==> src/rtl/alu_ctrl_mc.sv <==
// RV32IM ALU control: single-cycle decode of alu_op/funct3/funct7 into a 4-bit ALU code, plus a
// counted IDLE/BUSY/DONE handshake that stalls the pipeline while the mul/div unit works.
module alu_ctrl_mc #(
  parameter int unsigned WIDTH      = 32,
  parameter int unsigned MUL_CYCLES = 2,
  parameter int unsigned DIV_CYCLES = 32
) (
  input  logic             clk,
  input  logic             rst_n,
  input  logic [WIDTH-1:0] instruccion,
  input  logic [1:0]       alu_op,
  input  logic             valid,
  input  logic             flush,
  output logic [3:0]       alu_inst,
  output logic             illegal,
  output logic             md_start,
  output logic [2:0]       md_op,
  output logic             stall,
  output logic             result_valid
);

  localparam int unsigned MaxCycles = (MUL_CYCLES > DIV_CYCLES) ? MUL_CYCLES : DIV_CYCLES;
  localparam int unsigned CntW      = (MaxCycles > 1) ? $clog2(MaxCycles) : 1;

  localparam logic [CntW-1:0] MulLoad = CntW'(MUL_CYCLES - 1);
  localparam logic [CntW-1:0] DivLoad = CntW'(DIV_CYCLES - 1);

  localparam logic [3:0] AluAnd    = 4'b0000;
  localparam logic [3:0] AluOr     = 4'b0001;
  localparam logic [3:0] AluAdd    = 4'b0010;
  localparam logic [3:0] AluXor    = 4'b0011;
  localparam logic [3:0] AluSll    = 4'b0100;
  localparam logic [3:0] AluSrl    = 4'b0101;
  localparam logic [3:0] AluSub    = 4'b0110;
  localparam logic [3:0] AluSra    = 4'b0111;
  localparam logic [3:0] AluSlt    = 4'b1000;
  localparam logic [3:0] AluSltu   = 4'b1001;
  localparam logic [3:0] AluMulDiv = 4'b1100;

  localparam logic [6:0] F7Base = 7'b0000000;
  localparam logic [6:0] F7Alt  = 7'b0100000;
  localparam logic [6:0] F7MulD = 7'b0000001;

  typedef enum logic [1:0] {StIdle, StBusy, StDone} state_e;

  state_e          state_q, state_d;
  logic [CntW-1:0] cnt_q, cnt_d;
  logic [2:0]      md_op_q, md_op_d;
  logic            md_start_q;

  logic [2:0] funct3;
  logic [6:0] funct7;
  logic [3:0] dec_inst;
  logic       dec_illegal;
  logic       is_md;
  logic       capture;
  logic       unused_instr;

  assign funct3       = instruccion[14:12];
  assign funct7       = instruccion[31:25];
  assign unused_instr = ^instruccion;

  // Plain funct3 mapping shared by R-type funct7=0000000 and I-type ALU ops.
  function automatic logic [3:0] base_op(input logic [2:0] f3);
    logic [3:0] code;
    unique case (f3)
      3'b000:  code = AluAdd;
      3'b001:  code = AluSll;
      3'b010:  code = AluSlt;
      3'b011:  code = AluSltu;
      3'b100:  code = AluXor;
      3'b101:  code = AluSrl;
      3'b110:  code = AluOr;
      default: code = AluAnd;
    endcase
    return code;
  endfunction

  always_comb begin
    dec_inst    = AluAdd;
    dec_illegal = 1'b0;
    is_md       = 1'b0;
    unique case (alu_op)
      2'b00: dec_inst = AluAdd;
      2'b01: dec_inst = AluSub;
      2'b10: begin
        unique case (funct7)
          F7Base: dec_inst = base_op(funct3);
          F7Alt: begin
            if (funct3 == 3'b000) begin
              dec_inst = AluSub;
            end else if (funct3 == 3'b101) begin
              dec_inst = AluSra;
            end else begin
              dec_illegal = 1'b1;
            end
          end
          F7MulD: begin
            dec_inst = AluMulDiv;
            is_md    = 1'b1;
          end
          default: dec_illegal = 1'b1;
        endcase
      end
      default: begin
        // I-type: the upper immediate bits only matter for the shift encodings.
        if (funct3 == 3'b001) begin
          if (funct7 == F7Base) begin
            dec_inst = AluSll;
          end else begin
            dec_illegal = 1'b1;
          end
        end else if (funct3 == 3'b101) begin
          if (funct7 == F7Base) begin
            dec_inst = AluSrl;
          end else if (funct7 == F7Alt) begin
            dec_inst = AluSra;
          end else begin
            dec_illegal = 1'b1;
          end
        end else begin
          dec_inst = base_op(funct3);
        end
      end
    endcase
  end

  assign capture = (state_q != StBusy) & valid & is_md & ~flush;

  always_comb begin
    state_d = state_q;
    cnt_d   = cnt_q;
    md_op_d = md_op_q;
    unique case (state_q)
      StIdle: state_d = StIdle;
      StBusy: begin
        if (flush) begin
          state_d = StIdle;
        end else if (cnt_q == '0) begin
          state_d = StDone;
        end else begin
          cnt_d = cnt_q - CntW'(1);
        end
      end
      StDone:  state_d = StIdle;
      default: state_d = StIdle;
    endcase
    // capture is only possible outside BUSY, so it overrides IDLE/DONE transitions.
    if (capture) begin
      state_d = StBusy;
      md_op_d = funct3;
      cnt_d   = funct3[2] ? DivLoad : MulLoad;
    end
  end

  always_ff @(posedge clk or negedge rst_n) begin
    if (!rst_n) begin
      state_q    <= StIdle;
      cnt_q      <= '0;
      md_op_q    <= 3'b000;
      md_start_q <= 1'b0;
    end else begin
      state_q    <= state_d;
      cnt_q      <= cnt_d;
      md_op_q    <= md_op_d;
      md_start_q <= capture;
    end
  end

  assign alu_inst     = (state_q == StIdle) ? dec_inst : AluMulDiv;
  assign illegal      = valid & dec_illegal;
  assign md_start     = md_start_q;
  assign md_op        = md_op_q;
  assign stall        = capture | (state_q == StBusy);
  assign result_valid = (state_q == StDone);

endmodule

==> config.mk <==
export PLATFORM = sky130hd
export DESIGN_NAME = alu_ctrl_mc
export DESIGN_NICKNAME = d
export VERILOG_FILES = /design/src/rtl/alu_ctrl_mc.sv
export SDC_FILE = /design/constraint.sdc
export NUM_CORES = 1
export LEC_CHECK = 0
export BUFFER_PORTS_ARGS = -buffer_cell sky130_fd_sc_hd__buf_2
export CAP_MARGIN = 20
export CORE_MARGIN = 5
export CORE_UTILIZATION = 29
export CTS_BUF_LIST = sky130_fd_sc_hd__clkbuf_16
export CTS_CLUSTER_DIAMETER = 40
export DETAILED_ROUTE_END_ITERATION = 10
export PLACE_DENSITY = 0.68
export SLEW_MARGIN = 0
export SYNTH_ARGS = -nofsm -noshare
export SYNTH_HDL_FRONTEND = slang
export SYNTH_SLANG_ARGS = --single-unit
==> constraint.sdc <==
create_clock -name clk -period 2.4 [get_ports clk]
set_input_delay 0.12 -clock clk [delete_from_list [all_inputs] [get_ports clk]]
set_output_delay 0.12 -clock clk [all_outputs]
set_load 0.02 [all_outputs]
; ---- Word level (Yosys, flattened, before mapping)
; Index checks and enable logic that the tools add are counted.
[word_totals]
register_bits = 11
input_bits = 38
out_inout_bits = 11
elab_cells = 68
[op_classes]
addsub = 1
eq_ne = 16
n_mux = 32
bitwise = 6
reduce_logical = 9
[op_table]
columns = cell, n
row1 = $pmux 4 s7, 1
row2 = $mux 5, 5
row3 = $pmux 4 s3, 2
row4 = $pmux 4 s5, 1
row5 = $mux 3, 5
row6 = $mux 4, 3
row7 = $eq 3x3->1 const B, 3
row8 = $mux 1, 9
row9 = $mux 2, 4
row10 = $eq 7x1->1 const B, 1
row11 = $eq 7x6->1 const B, 1
row12 = $logic_not 7->1, 1
row13 = $eq 3x2->1 const B, 2
row14 = $logic_not 5->1, 1
row15 = $sub 5x1->5 const B, 1
row16 = $and 1x1->1, 4
row17 = $eq 2x1->1 const B, 2
row18 = $eq 2x2->1 const B, 2
row19 = $logic_not 2->1, 2
row20 = $ne 2x1->1 const B, 2
row21 = $ne 4x4->1 const B, 1
row22 = $pmux 1 s2, 2
row23 = $reduce_or 2->1, 2
row24 = $eq 3x1->1 const B, 1
row25 = other kinds (6), 6

; ---- Logic depth before layout (Yosys ltp)
; Gate-level depths: netlist of the first run.
[logic_depth]
depth_word = 7
depth_mapped = 6
mapped_depth_nobuf = 6

; ---- Worst setup path before layout of the first run
; Ideal clock, no wire load.
[synth_timing]
path_type = input-to-output
from = input port instruccion[26]
to = output port alu_inst[2]
arrival_ns = 1.594
setup_slack_ns = 0.686
cell_stages = 4
n_path_buf = 0
cell_sequence = or3_1 or4_4 o41a_1 o221ai_2
[synth_between]
elab_chain_len = 7
elab_cells_between_ends = 11
cone_classes = eq/ne (2) / mux (8) / reduce/logical (1)
[synth_lines]
columns = item, line_no
row1 = "start, declared", 10  ; input logic [WIDTH-1:0] instruccion,
row2 = $eq 7x6->1, "87, 116"
row3 = $mux 3, 116  ; end else if (funct7 == F7Alt) begin
row4 = $mux 3, 114  ; if (funct7 == F7Base) begin
row5 = $mux 4, 113  ; end else if (funct3 == 3'b101) begin
row6 = $mux 4, 107  ; if (funct3 == 3'b001) begin
row7 = $pmux 4 s3 (*), 83  ; unique case (alu_op)
row8 = $mux 4 (*), 170  ; assign alu_inst = (state_q == StIdle) ? dec_inst : AluMulDiv;
row9 = "end, declared", 14  ; output logic [3:0] alu_inst,
; Every way passes the cells marked *; elsewhere a longest branch is shown, timed or not.

; ---- Final worst setup path of the first run
[layout_timing]
from = register cnt_q[0]
to = register cnt_q[4]
[layout_between]
elab_chain_len = 5
elab_cells_between_ends = 8
cone_classes = add/sub (1) / eq/ne (1) / mux (4) / reduce/logical (2)
[layout_lines]
columns = item, line_no
row1 = "start, declared", 47  ; logic [CntW-1:0] cnt_q, cnt_d;
row2 = "start signal, assigned", 164  ; cnt_q <= cnt_d;
row3 = $sub 5x1->5, 142  ; cnt_d = cnt_q - CntW'(1);
row4 = $mux 5, 139  ; end else if (cnt_q == '0) begin
row5 = $mux 5, 137  ; if (flush) begin
row6 = $mux 5, 134  ; unique case (state_q)
row7 = $mux 5, 149  ; if (capture) begin
; Parallel ways exist; a longest one is shown, timed or not. The select of a mux whose other input is x is not followed.
; A chain may end at the register's enable or synchronous reset.

==> metrics.md, run 1 <==
| Metric | Value |
|---|---|
| Status | finished clean |
| #FFs+latches synth | 11 |
| Max-Cap Viols | 0 |
| CTS buffer count | 3 |
| Die X | 61.8 µm |
| Initial antenna violation count | 0 |
| Htree depth | 1 |
| DP Wirelength | 1620 µm |
| Mapped cell area | 779 µm² |
| Commonest non-fill, non-tap cell in the layout | buf_2 |
| Final Hold Fails | 0 |
| GRT Total Usage | 0.126 |
| Crit-path max FO | 5 |
| Largest net degree at the start of global routing | 12 |
| Worst R2R End | cnt_q[4]$_DFFE_PN0P_ |
| # diodes | 0 |
| Port bufs | 26 |
| CTS max path bufs | 2 |
| Worst Setup Start Kind | flip-flop |
| Finished Layout Cells | 147 |
| Peak VDD IR | 0.489 mV |
| Seq/Total Area, Yosys | 0.353 |
| Leakage | 0.532 nW |
| F_max | 0.517 GHz |
| Int Pwr | 466 µW |
| Setup TNS Final | 0 ps |
| Largest cells by area after synthesis | dfrtp_1 (35%), a211o_1 (3.4%), ha_1 (3.2%), nand2b_1 (3.2%), inv_1 (2.9%) |
| WHS Endpoint | state_q[1]$_DFFE_PN0P_ |
| R2R Path Start | cnt_q[0]$_DFFE_PN0P_ |
| Layout cell share with drive strength beyond 1 | 0.299 |
| Family with the most delay on the worst path | compound AO/OA/AOI/OAI gates |
| Period utilisation layout | 0.806 |
| Hold Crit Start | flush |
| Hold crit path type | input pin to flip-flop |
| Die H | 61.8 µm |
| Synth cell types | 37 |
| Core area | 2520 µm² |
| Switching Fraction | 0.244 |
| Kind of critical path | flip-flop to flip-flop |
| Seq pwr share | 0.351 |
| Vias post-DR | 816 |
| Commonest non-fill, non-tap cells in the layout | buf_2 (26), dfrtp_1 (11), inv_1 (7) |
| Power density over the cells | 598 nW/µm² |
| DRT antenna net count | 0 |
| Final Skew | 1.87 ps |
| Comb pwr share | 0.163 |
| Syn. warnings | 0 |
| WL/cell | 14.3 µm |
| Crit path max-delay cell type | a31oi_1 |
| WP buf/inv | 1 |
| Die ar. | 3820 µm² |
| Syn_area_per_cell | 8.96 µm² |
| Synthesized instance count | 87 |
| Drt drc | 0 |
| Syn nets | 127 |
| Depth of the worst hold-timing path | 2 |
| DR pass1 iterations | 4 |
| Count of pins over their slew limit | 0 |
| Crit-path cells | inv_1 -> ha_1 -> nor4b_1 -> nor3_1 -> a31oi_1 -> a2111o_1 |
| Switch Pwr | 151 µW |
| Starting Density | 0.309 |
| Clock power share | 0.485 |
| Post-Place Cells | 142 |
| Slowest stage delay, CP | 430 ps |
| # clock sinks | 11 |
| Layout area overhead | 32.4% |
| Final Setup Violations | 0 |
| Worst endpoint required time | 2580 ps |
| Slew @ Worst Pin | 507 ps |
| CTS tree | yes |
| FF-to-FF setup slack | 470 ps |
| Synth area leader | dfrtp_1 |
| Crit path depth | 6 |
| Post_cts resized | 0 |
| Reg2Reg Depth | 6 |
| Num ports | 49 |
| Placer Congestion | 0.879 |
| Final Core Density | 0.409 |
| Detailed Route WL | 2100 µm |
| Root Buffer Master | clkbuf_16 |
| Grt ovf | 0 |
| Clock Latency Late Sink | 240 ps |
| Global-route wire length before repair | 3570 µm |
| NumNets Final | 158 |
| Vias in the first global route | 823 |
| FP Rows | 18 |
| CP Capture Type | flip-flop |
| Post-route minimum period | 1930 ps |
| Worst EP arrival | 2110 ps |
| Worst-path clk slew | 40 ps |
| Max_slew headroom | 0.660 |
| Via-to-Cell Ratio | 5.55 |
| Yosys top cell area share | 0.353 |
| RSZ-0062 raised after global routing | no |
| Starting DRC count in detailed routing | 17 |
registers in the layout, indices dropped and copies added (netlist names):
register,cells
cnt_q,5
state_q,2
md_start,1
md_op,3
through the flow:
step / hold slack [ps] / power [mW] / instance area, µm² / setup WS (ps)
2_1_floorplan: -176 / 0.277 / 779 / 686
4_1_cts: 85.1 / 0.621 / 1030 / 474
6_report: 88.2 / 0.617 / 1030 / 466
3_5_place_dp: 8.63 / 0.319 / 943 / 480
5_1_grt: 96.1 / 0.648 / 1030 / 280
3_3_place_gp: -0.519 / 0.313 / 943 / 497
power groups by stage:
| stage | Clock (mW) | Sequential (mW) | Combinational, mW |
|---|---|---|---|
| floorplan | 0 | 0.215 | 0.0615 |
| global placement | 0 | 0.217 | 0.0953 |
| detailed placement | 0 | 0.219 | 0.0997 |
| CTS | 0.303 | 0.216 | 0.101 |
| global route | 0.317 | 0.218 | 0.113 |
| finish | 0.300 | 0.217 | 0.101 |
synth_stat cells, drive strengths merged:
| master | number |
|---|---|
| and3b | 2 |
| nor2 | 6 |
| a2bb2oi | 1 |
| nor2b | 3 |
| a31oi | 1 |
| ha | 2 |
| a21o | 1 |
| o221ai | 1 |
| nor3 | 4 |
| o21ai | 3 |
| o2111ai | 2 |
| or4 | 3 |
| and3 | 2 |
| o41a | 1 |
| inv | 6 |
| and4 | 1 |
| nor4 | 1 |
| nand2 | 5 |
| dfrtp | 11 |
| or2 | 1 |
| a21boi | 2 |
| a2111o | 1 |
| nand3 | 2 |
| xnor2 | 2 |
| o21a | 1 |
| nand4 | 1 |
| nor4b | 1 |
| a211o | 3 |
| nor3b | 1 |
| o31ai | 2 |
| a31o | 1 |
| a21oi | 4 |
| mux2 | 2 |
| clkbuf | 1 |
| nand2b | 4 |
| or3 | 2 |
cell type report:
cell class              count  area, µm²
well taps                  30       37.5
inverters                   6       22.5
multi-input cells          69        478
repair buffers             27        140
clock inverters             1       3.75
flip-flops and latches     11        275
clock buffers               3       75.1
fillers                   261       1490
routing by layer:
layer	share of wire	track usage
met4	0.014	0.0606
met5	0	0
met1	0.44	0.156
met3	0.061	0.0289
met2	0.49	0.208
what timing repair did:
| item | in CTS | in global routing |
|---|---|---|
| endpoints found under the hold margin | 11 | 0 |
| buffers inserted | 0 | 0 |
| hold buffers | 1 | 0 |
kinds of logic after synthesis:
family / synth area share
AND/OR/NAND/NOR: 0.292
AO/OA/AOI/OAI: 0.238
flip-flops: 0.353
buffers and inverters: 0.0337
XOR/XNOR: 0.0225
multiplexers: 0.0289
adder cells (fa/ha/maj): 0.0321
worst reg2reg max path, cell delays in order (launching register included):
cell and delay (ps):
dfrtp_1 400, inv_1 110, ha_1 140, nor4b_1 400, nor3_1 160, a31oi_1 440
a2111o_1 230
worst max-delay path by stage:
stage,startpoint,endpoint
final,cnt_q[0]$_DFFE_PN0P_,cnt_q[4]$_DFFE_PN0P_
after global routing,cnt_q[0]$_DFFE_PN0P_,cnt_q[4]$_DFFE_PN0P_
after global placement,instruccion[26],alu_inst[2]
after CTS,cnt_q[0]$_DFFE_PN0P_,cnt_q[4]$_DFFE_PN0P_
after detailed placement,instruccion[26],alu_inst[2]
after floorplan,instruccion[26],alu_inst[2]
(Power assumes the default switching activity.)
==> run 2: changes to the inputs <==
- PLACE_DENSITY: 0.68 -> 0.7
- clock period: 2.4 -> 1.7 ns (I/O delays scaled with it)
==> run 2 against run 1 <==
Net effect: combinational power up 120%; via count up 5.3%; core utilization is 7.9 points higher; wire length is 2.0% higher; sequential power up 40%; register-to-register slack got worse by 430 ps; sequential cell count stayed put; sequential share of layout area is 4.3 points lower; worst hold slack better by 2.2 ps; clock skew is 1.2 ps lower; clock power up 35%; non-clock buffer count rose by 14; highest routed layer unchanged.
==> metrics.md, run 2 (synthesis gave the netlist of run 1 again) <==
| Metric | Value |
|---|---|
| Status | finished clean |
| Num ports | 49 |
| FP Rows | 18 |
| Comb pwr share | 0.242 |
| Hold crit path type | input pin to flip-flop |
| Slew @ Worst Pin | 458 ps |
| Slowest stage delay, CP | 430 ps |
| Vias post-DR | 859 |
| # diodes | 0 |
| Placer Congestion | 0.819 |
| Worst endpoint required time | 1620 ps |
| Core area | 2520 µm² |
| Worst-path clk slew | 40 ps |
| Power density over the cells | 758 nW/µm² |
| # clock sinks | 11 |
| RSZ-0062 raised after global routing | yes |
| GRT Total Usage | 0.119 |
| Final Hold Fails | 0 |
| Peak VDD IR | 1.06 mV |
| Post-place setup slack | -140 ps |
| Clock Latency Late Sink | 230 ps |
| Largest net degree at the start of global routing | 12 |
| Crit path max-delay cell type | or4_4 |
| Root Buffer Master | clkbuf_16 |
| NumNets Final | 172 |
| Drt drc | 0 |
| Switch Pwr | 220 µW |
| Int Pwr | 713 µW |
| Post-route minimum period | 1690 ps |
| Crit-path max FO | 2 |
| CTS tree | yes |
| DRT antenna net count | 0 |
| Layout area overhead | 57.9% |
| Commonest non-fill, non-tap cells in the layout | buf_2 (22), buf_4 (16), dfrtp_1 (11) |
| Worst Setup Start Kind | input pin |
| M3 GR Usage | 0.0165 |
| Crit-path cells | buf_6 -> or3_4 -> or4_4 -> o41a_1 -> o221ai_2 -> buf_4 |
| Leakage | 0.618 nW |
| CTS max path bufs | 2 |
| Met2 usage | 0.209 |
| Kind of critical path | input pin to output port |
| Layout cell share with drive strength beyond 1 | 0.466 |
| Die X | 61.8 µm |
| Final Skew | 0.654 ps |
| Worst EP arrival | 1600 ps |
| Vias in the first global route | 830 |
| Global-route wire length before repair | 3440 µm |
| Starting Density | 0.309 |
| Die H | 61.8 µm |
| Max-Cap Viols | 0 |
| Htree depth | 1 |
| Max reg flops | 5 |
| Final Setup Violations | 0 |
| WL/cell | 13.3 µm |
| Max_slew headroom | 0.692 |
| DR pass1 iterations | 4 |
| Post-Place Cells | 154 |
| Family with the most delay on the worst path | simple AND/OR/NAND/NOR gates |
| Seq pwr share | 0.325 |
| F_max | 0.593 GHz |
| Switching Fraction | 0.236 |
| Die ar. | 3820 µm² |
| Commonest non-fill, non-tap cell in the layout | buf_2 |
| Via-to-Cell Ratio | 5.34 |
| Period utilisation layout | 0.992 |
| WP buf/inv | 2 |
| Count of pins over their slew limit | 0 |
| Final Core Density | 0.488 |
| Finished Layout Cells | 161 |
| Grt ovf | 0 |
| Busiest grt layer | met2 |
| Initial antenna violation count | 0 |
| CP Capture Type | output port |
| Setup slack after layout | 13.3 ps |
| Starting DRC count in detailed routing | 20 |
| M1 GR Usage | 0.140 |
| Port bufs | 26 |
| CTS buffer count | 3 |
| Top reg by flops | cnt_q |
| Clock power share | 0.433 |
| Detailed Route WL | 2140 µm |
| DP Wirelength | 1690 µm |
run 2: changes by cell type in the layout (fill, tap and decap cells not counted), moves of 2 or more:
cell / before / now
buf_2: 26 / 22
buf_6: 0 / 2
ha_1: 2 / 0
or3_1: 2 / 0
buf_4: 0 / 16
or3_4: 0 / 2
run 2: stage by stage:
| stage | TNS (ps) | total power [mW] | hold slack, ps | instance area [µm²] |
|---|---|---|---|---|
| floorplan | 0 | 0.391 | -211 | 779 |
| global placement | -135 | 0.477 | -45.6 | 1030 |
| detailed placement | -333 | 0.485 | -42.0 | 1030 |
| CTS | 0 | 0.927 | 75.4 | 1190 |
| global route | -79.0 | 0.987 | 109 | 1230 |
| finish | 0 | 0.933 | 90.4 | 1230 |
run 2: final timing paths:
| path | slack [ps] | start | to | cells past startpoint |
|---|---|---|---|---|
| max | 10 | instruccion[26] | alu_inst[2] | 6 |
| min in group asynchronous | 240 | rst_n | state_q[1]$_DFFE_PN0P_ | 2 |
| max reg2reg | 40 | cnt_q[0]$_DFFE_PN0P_ | cnt_q[4]$_DFFE_PN0P_ | 7 |
| min reg2reg | 500 | md_op[2]$_DFFE_PN0P_ | md_op[2]$_DFFE_PN0P_ | 1 |
| min | 90 | flush | state_q[1]$_DFFE_PN0P_ | 2 |
| max in group asynchronous | 1270 | rst_n | cnt_q[4]$_DFFE_PN0P_ | 2 |
run 2: what timing repair did:
action,CTS,global route
setup buffers,2,0
gates resized for setup,13,7
setup endpoints to repair,6,7
hold endpoints to repair,11,0
pin swaps,4,1
hold buffers,1,0
run 2: area by class of cell:
class | count | area, µm²
Clock inverter | 1 | 3.75
Timing Repair Buffer | 41 | 263
Tap cell | 30 | 37.5
Sequential cell | 11 | 275
Clock buffer | 3 | 75.1
Inverter | 6 | 22.5
Multi-Input combinational cell | 69 | 554
Fill cell | 246 | 1290
run 2: power by group through the flow:
stage | combinational (mW) | clock [mW] | sequential (mW)
floorplan | 0.0869 | 0 | 0.304
global placement | 0.179 | 0 | 0.298
detailed placement | 0.186 | 0 | 0.299
CTS | 0.213 | 0.412 | 0.302
global route | 0.248 | 0.434 | 0.306
finish | 0.226 | 0.404 | 0.303
run 2: worst reg2reg max path, cell delays in order, from the launching register on:
cell and delay (ps):
dfrtp_1 380, inv_2 60, buf_4 110, ha_4 140, nand2b_4 50, or2_4 230, and3_4 170, a2111o_1 380
run 2: metal layers:
layer  vias to the layer above  part of all wire
li1                        419                 -
met1                       398              0.43
met2                        34              0.49
met3                         8             0.057
met4                         0             0.025
met5                         -                 0
==> run 3: changes to the inputs <==
- clock period: 1.7 -> 1.5 ns (I/O delays scaled with it)
==> run 3 against run 2 <==
Net effect: the run now ends with negative setup slack left; final cell count up 2.5%; via count is 0.58% lower; die area stayed put; clock-buffer cell count unchanged; critical path type unchanged; critical endpoint unchanged; highest routed layer unchanged.
==> metrics.md, run 3 (synthesis gave the netlist of run 1 again) <==
| Metric | Value |
|---|---|
| Status | finished with violations |
| Failing checks | negative setup slack |
| F_max | 0.571 GHz |
| Initial antenna violation count | 0 |
| Layout cell share with drive strength beyond 1 | 0.548 |
| Worst endpoint required time | 1420 ps |
| Crit-path max FO | 2 |
| Placer Congestion | 0.801 |
| Reg2Reg Depth | 4 |
| Depth of the worst hold-timing path | 2 |
| Kind of critical path | input pin to output port |
| Core area | 2520 µm² |
| Power density over the cells | 804 nW/µm² |
| Post-route minimum period | 1750 ps |
| Worst EP arrival | 1680 ps |
| FP Rows | 18 |
| Hold crit path type | input pin to flip-flop |
| DP Wirelength | 1740 µm |
| Worst-path clk slew | 40 ps |
| Final Hold Fails | 0 |
| M1 GR Usage | 0.178 |
| Die H | 61.8 µm |
| Clock Latency Late Sink | 240 ps |
| Max reg flops | 5 |
| CTS tree | yes |
| Largest net degree at the start of global routing | 12 |
| Die X | 61.8 µm |
| DR pass1 iterations | 4 |
| Count of pins over their slew limit | 0 |
| Setup TNS Final | -884 ps |
| Leakage | 0.653 nW |
| Htree depth | 1 |
| Final Skew | 3.92 ps |
| CTS max path bufs | 2 |
| Vias in the first global route | 913 |
| Met2 usage | 0.223 |
| Port bufs | 26 |
| Top reg by flops | cnt_q |
| NumNets Final | 176 |
| Via-to-Cell Ratio | 5.18 |
| # diodes | 0 |
| Starting Density | 0.309 |
| Period utilisation layout | 1.17 |
| GRT Total Usage | 0.138 |
| Vias post-DR | 854 |
| CTS buffer count | 3 |
| Detailed Route WL | 2350 µm |
| # clock sinks | 11 |
| Commonest non-fill, non-tap cell in the layout | buf_2 |
| Global-route wire length before repair | 3980 µm |
| CP Capture Type | output port |
| M3 GR Usage | 0.0165 |
| Commonest non-fill, non-tap cells in the layout | buf_2 (19), buf_4 (15), dfrtp_1 (11) |
| Max-Cap Viols | 0 |
| Setup slack after layout | -253 ps |
| RSZ-0062 raised after global routing | yes |
| Worst Setup Start Kind | input pin |
| Die ar. | 3820 µm² |
| Num ports | 49 |
| Grt ovf | 0 |
| DRT antenna net count | 0 |
| Peak VDD IR | 0.933 mV |
| Max_slew headroom | 0.671 |
| Starting DRC count in detailed routing | 20 |
| Final Setup Violations | 9 |
| Drt drc | 0 |
| Layout area overhead | 75.6% |
| Post-place setup slack | -320 ps |
| Root Buffer Master | clkbuf_16 |
| Busiest grt layer | met2 |
| WL/cell | 14.2 µm |
| Slew @ Worst Pin | 493 ps |
## run 3: what timing repair did
action / CTS / global route
pin swaps: 14 / 4
hold buffers: 1 / 0
buffers inserted: 4 / 2
resized for setup: 28 / 15
hold endpoints to repair: 11 / 0
endpoints found under the setup margin: 11 / 11
## run 3: worst max-delay path, cell delays in order
cell,delay (ps)
buf_6,90
or3_4,380
or4_4,430
o41a_1,410
o221ai_4,150
buf_6,140
## run 3: metrics by stage
stage | cells | util | total power, mW | hold WS (ps) | instance area (µm²)
3_5_place_dp | 157 | 0.435 | 0.573 | -49.6 | 1100
6_report | 165 | 0.543 | 1.10 | 88.3 | 1370
2_1_floorplan | 87 | - | 0.460 | -221 | 820
4_1_cts | 165 | 0.519 | 1.09 | 54.7 | 1310
5_1_grt | 165 | 0.543 | 1.16 | 94.5 | 1370
3_3_place_gp | 157 | 0.435 | 0.560 | -55.4 | 1100
## run 3: path summary, 6_finish.rpt
| kind | startpoint | to | slack [ps] |
|---|---|---|---|
| hold reg to reg | md_op[2]$_DFFE_PN0P_ | md_op[2]$_DFFE_PN0P_ | 480 |
| hold / removal | flush | state_q[1]$_DFFE_PN0P_ | 90 |
| setup / recovery | instruccion[26] | alu_inst[2] | -250 |
| min in group asynchronous | rst_n | cnt_q[2]$_DFFE_PN0P_ | 240 |
| setup reg to reg | state_q[1]$_DFFE_PN0P_ | cnt_q[4]$_DFFE_PN0P_ | -110 |
| max in group asynchronous | rst_n | md_op[2]$_DFFE_PN0P_ | 1060 |
## run 3: report_power, final
part           total [mW]  leakage, nW  internal, mW  switching, mW
Sequential          0.348        0.144         0.321         0.0272
Combinational       0.283        0.467         0.149          0.133
Clock               0.470       0.0423         0.349          0.121
Total                1.10        0.653         0.819          0.281
## run 3: final cells by class
cell class	count	area, µm²
Fill cell	216	1150
Multi-Input combinational cell	69	624
Timing Repair Buffer	45	330
Sequential cell	11	275
Clock buffer	3	75.1
Tap cell	30	37.5
Inverter	6	22.5
Clock inverter	1	3.75
## run 3: per-layer routing
metal  vias to the layer above  wire, µm
met4                         0        22
met3                         2        23
met5                         -         0
met1                       414      1130
met2                         9      1180
li1                        429         -
